==> config.mk <==
export PLATFORM = sky130hd
export DESIGN_NAME = f_pc_unit
export DESIGN_NICKNAME = d
export VERILOG_FILES = /design/src/rtl/f_pc_unit.sv
export SDC_FILE = /design/constraint.sdc
export NUM_CORES = 1
export LEC_CHECK = 0
export CAP_MARGIN = 20
export CORE_MARGIN = 2
export CORE_UTILIZATION = 40
export CTS_CLUSTER_SIZE = 40
export DETAILED_ROUTE_END_ITERATION = 16
export HOLD_SLACK_MARGIN = 0.12
export PLACE_DENSITY = 0.71
export SYNTH_ARGS = -nofsm -noshare
export SYNTH_HDL_FRONTEND = slang
export SYNTH_SLANG_ARGS = --single-unit
export TNS_END_PERCENT = 10
==> constraint.sdc <==
create_clock -name clk -period 2.4 [get_ports clk]
set_input_delay 0.48 -clock clk [delete_from_list [all_inputs] [get_ports clk]]
set_output_delay 0.48 -clock clk [all_outputs]
set_load 0.01 [all_outputs]
==> src/rtl/f_pc_unit.sv <==
// Fetch PC register: next PC is combinational onto imem_addr, F_pc follows one cycle later.
// Stalls (en=0) hold the PC and park any redirect so it is applied on the next enabled cycle.
module f_pc_unit #(
  parameter logic [31:0] RESET_PC   = 32'h8000_0000,
  parameter logic [31:0] EXC_VECTOR = 32'h8000_0180
) (
  input  logic        clk,
  input  logic        reset,
  input  logic        en,
  input  logic        exc_req,
  input  logic        eret_req,
  input  logic [31:0] epc,
  input  logic        redirect_valid,
  input  logic [31:0] redirect_target,
  output logic [31:0] imem_addr,
  output logic [31:0] F_pc,
  output logic [4:0]  F_exc_code,
  output logic        pend_valid
);

  localparam logic [4:0] EXC_ADEL = 5'd4;

  logic [31:0] pc;
  logic [31:0] pend_target;
  logic [31:0] next_pc;
  logic        next_pend_valid;
  logic [31:0] next_pend_target;

  // Exception and ERET bypass the stall; everything else waits for en.
  always_comb begin
    next_pc          = pc;
    next_pend_valid  = pend_valid;
    next_pend_target = pend_target;
    if (exc_req) begin
      next_pc         = EXC_VECTOR;
      next_pend_valid = 1'b0;
    end else if (eret_req) begin
      next_pc         = epc;
      next_pend_valid = 1'b0;
    end else if (en) begin
      next_pend_valid = 1'b0;
      if (redirect_valid) begin
        next_pc = redirect_target;
      end else if (pend_valid) begin
        next_pc = pend_target;
      end else begin
        next_pc = pc + 32'd4;
      end
    end else if (redirect_valid) begin
      next_pend_valid  = 1'b1;
      next_pend_target = redirect_target;
    end
  end

  always_ff @(posedge clk) begin
    if (reset) begin
      pc          <= RESET_PC;
      pend_valid  <= 1'b0;
      pend_target <= 32'h0;
    end else begin
      pc          <= next_pc;
      pend_valid  <= next_pend_valid;
      pend_target <= next_pend_target;
    end
  end

  // The synchronous IM must see the reset PC while reset is held.
  assign imem_addr  = reset ? RESET_PC : next_pc;
  assign F_pc       = pc;
  assign F_exc_code = (pc[1:0] != 2'b00) ? EXC_ADEL : 5'd0;

endmodule
==> results.sh <==
export IMPL_crit_family="buffers and inverters"
export IMPL_grt_pass1_vias=5091
export IMPL_mostFrequentLayoutCell="nand2_1"
export IMPL_antenna_found_initial=0
export IMPL_cpPeakStageDelay_ns=0.39
export IMPL_cp_arrival_ns=2.18
export IMPL_io_pins=140
export IMPL_netlist_area_sq_um=3750
export IMPL_fin_nets=804
export IMPL_critPathKind="reg -> out"
export IMPL_num_antenna_cells=0
export IMPL_critPathMaxFanout=6
export IMPL_instances_no_fill=848
export IMPL_drive_gt1_share_pct=34.2
export IMPL_cp_num_buf_inv=3
export IMPL_fmax_ghz=0.376
export IMPL_place_inst=823
export IMPL_synth_warnings=0
export IMPL_slew_violations=0
export IMPL_rsz0062_at_grt="yes"
export IMPL_wl_per_cell_um=18.5
export IMPL_routed_wl_um=15700
export IMPL_outcome="finished with violations"
export IMPL_maxCapViolations=0
export IMPL_synth_edf_count=0
export IMPL_port_buffers=135
export IMPL_drtIter0Drc=456
export IMPL_setup_ws_ns=-0.258
export IMPL_layout_common_cells="nand2_1 (116), buf_4 (108), clkdlybuf4s50_1 (98)"
export IMPL_vias=5079
export IMPL_die_w_um=101
export IMPL_min_path_type="reg -> reg"
export IMPL_grt_usage_pct=30.9
export IMPL_hold_viol=0
export IMPL_grt_pass1_wl_um=24800
export IMPL_max_vdd_ir_drop_mv=0.233
export IMPL_initial_core_util_pct=41.0
export IMPL_gp_congestion=0.936
export IMPL_violations="negative setup slack"
export IMPL_power_density_nw_per_um2=440
export IMPL_synth_seq_cells=65
export IMPL_cts_tree="done"
export IMPL_final_setup_skew_ns=0.00960
export IMPL_vias_per_cell=5.99
export IMPL_async_reset_ff_share_pct=0
export IMPL_num_rows=35
export IMPL_path_clk_slew_ns=0.07
export IMPL_power_leakage_uw=0.00264
export IMPL_cts_buffer_depth=2
export IMPL_dieArea_sq_um=10200
export IMPL_fin_crit_sh_pct=111
export IMPL_hpwlAfterDp_um=11000
export IMPL_cts_inserted_buffers=9
export IMPL_area_growth_pct=73.4
export IMPL_seq_area_frac_synth_pct=34.7
export IMPL_period_needed_ns=2.66
export IMPL_cts_max_level=3
export IMPL_drc=0
export IMPL_dr_pass1_iters=6
export IMPL_synthFlopType="dfxtp_1"
export IMPL_coreArea_sq_um=9150
export IMPL_die_h_um=101
export IMPL_cts_hold_buf=0
export IMPL_grt_max_degree=29
export IMPL_syn_inst=510
export IMPL_path_cells="ha_4 -> nand4_1 -> buf_6 -> buf_6 -> nor3_4 -> mux2i_1 -> nand2_1 -> a32o_2 -> buf_2"
export IMPL_crit_top_cell="buf_6"
export IMPL_critPathRequiredTime_ns=1.92
export IMPL_cp_slowest_cell="dfxtp_4"
export IMPL_place_ws_ns=-0.818
export IMPL_syn_avg_cell_area_sq_um=7.36
export IMPL_finalSetupViolations=25
export IMPL_cp_end_kind="primary output"
export IMPL_grt_overflow=0
export IMPL_clk_latency_ns=0.35
export IMPL_ant_nets=0
export IMPL_clock_sinks=65
export IMPL_yosysUniqueCellTypes=53
export IMPL_crit_path_start_kind="flip-flop"
export IMPL_clockRootBuffer="clkbuf_8"
## state kept, by name, summed over array words and instances (netlist names)
name         flops
F_pc            32
pend_target     32
pend_valid       1
## worst min-delay path, cell delays in order (launching register included)
cell     delay (ns)
dfxtp_1        0.31
nand2_1        0.05
a21oi_1        0.05
## path summary, 6_finish.rpt
kind,slack (ns),cells past startpoint,from,to
setup reg to reg,0.59,8,F_pc[2],F_pc[12]
hold reg to reg,0.46,2,pend_target[6],pend_target[6]
hold / removal,0.46,2,pend_target[6],pend_target[6]
setup / recovery,-0.26,9,F_pc[2],imem_addr[12]
## report_power, final
group | internal, uW | switching [uW]
registers | 1110 | 29.0
logic | 349 | 325
clock network | 608 | 441
## cell families after synthesis
family          after synthesis  synth area share, %
other cells                   1               0.0999
fa+ha+maj                     1                0.333
mux                          18                 4.83
simple gates                205                 26.1
flops                        65                 34.7
compound gates              163                 27.8
buf+inv                      57                 6.20
## layout make-up
| cell class | count | area (sq um) |
|---|---|---|
| well taps | 111 | 139 |
| flip-flops and latches | 65 | 1330 |
| inverters | 10 | 37.5 |
| multi-input cells | 391 | 2570 |
| repair buffers | 256 | 2220 |
| clock inverters | 3 | 65.1 |
| fillers | 683 | 2640 |
| clock buffers | 12 | 145 |
## routing by layer
metal / wire [um] / track usage [%] / part of all wire (%)
met4: 471 / 16.3 / 3.0
met2: 7680 / 50.6 / 49
met5: 0 / 0 / 0
met1: 6110 / 38.6 / 39
met3: 1400 / 5.48 / 8.9
## synthesized netlist by cell type (7+ instances only)
cell type	instances	area, sq um
nor2_1	15	56.3
o21ai_0	11	55.1
a21oi_1	83	415
mux2i_1	17	170
nand4_1	8	50.1
dfxtp_1	65	1300
clkbuf_1	37	139
a211oi_1	13	97.6
and3_1	7	43.8
o221ai_1	19	166
a31oi_1	7	43.8
inv_1	9	33.8
nand3_1	14	70.1
nand2_1	117	439
nor3_1	10	50.1
a32o_1	9	90.1
## what timing repair did
item                       4_1_cts  5_1_grt
setup endpoints to repair       32       31
pin swaps                       31       10
gates resized for setup        200       25
setup buffers                    7        3
cloned                           0        0
## metrics by stage
step | hold slack (ns) | total power, uW | utilization [%] | instance area (sq um) | setup TNS [ns]
detailed placement | 0.446 | 1800 | 65.0 | 5950 | -22.22
global placement | 0.441 | 1790 | 65.0 | 5950 | -20.62
global route | 0.473 | 2960 | 71.2 | 6510 | -5.68
finish | 0.461 | 2870 | 71.2 | 6510 | -2.85
floorplan | 0.431 | 1410 | - | 3780 | -0.00244
CTS | 0.458 | 2840 | 70.3 | 6440 | -2.49
Power figures use the tool's default switching activity.
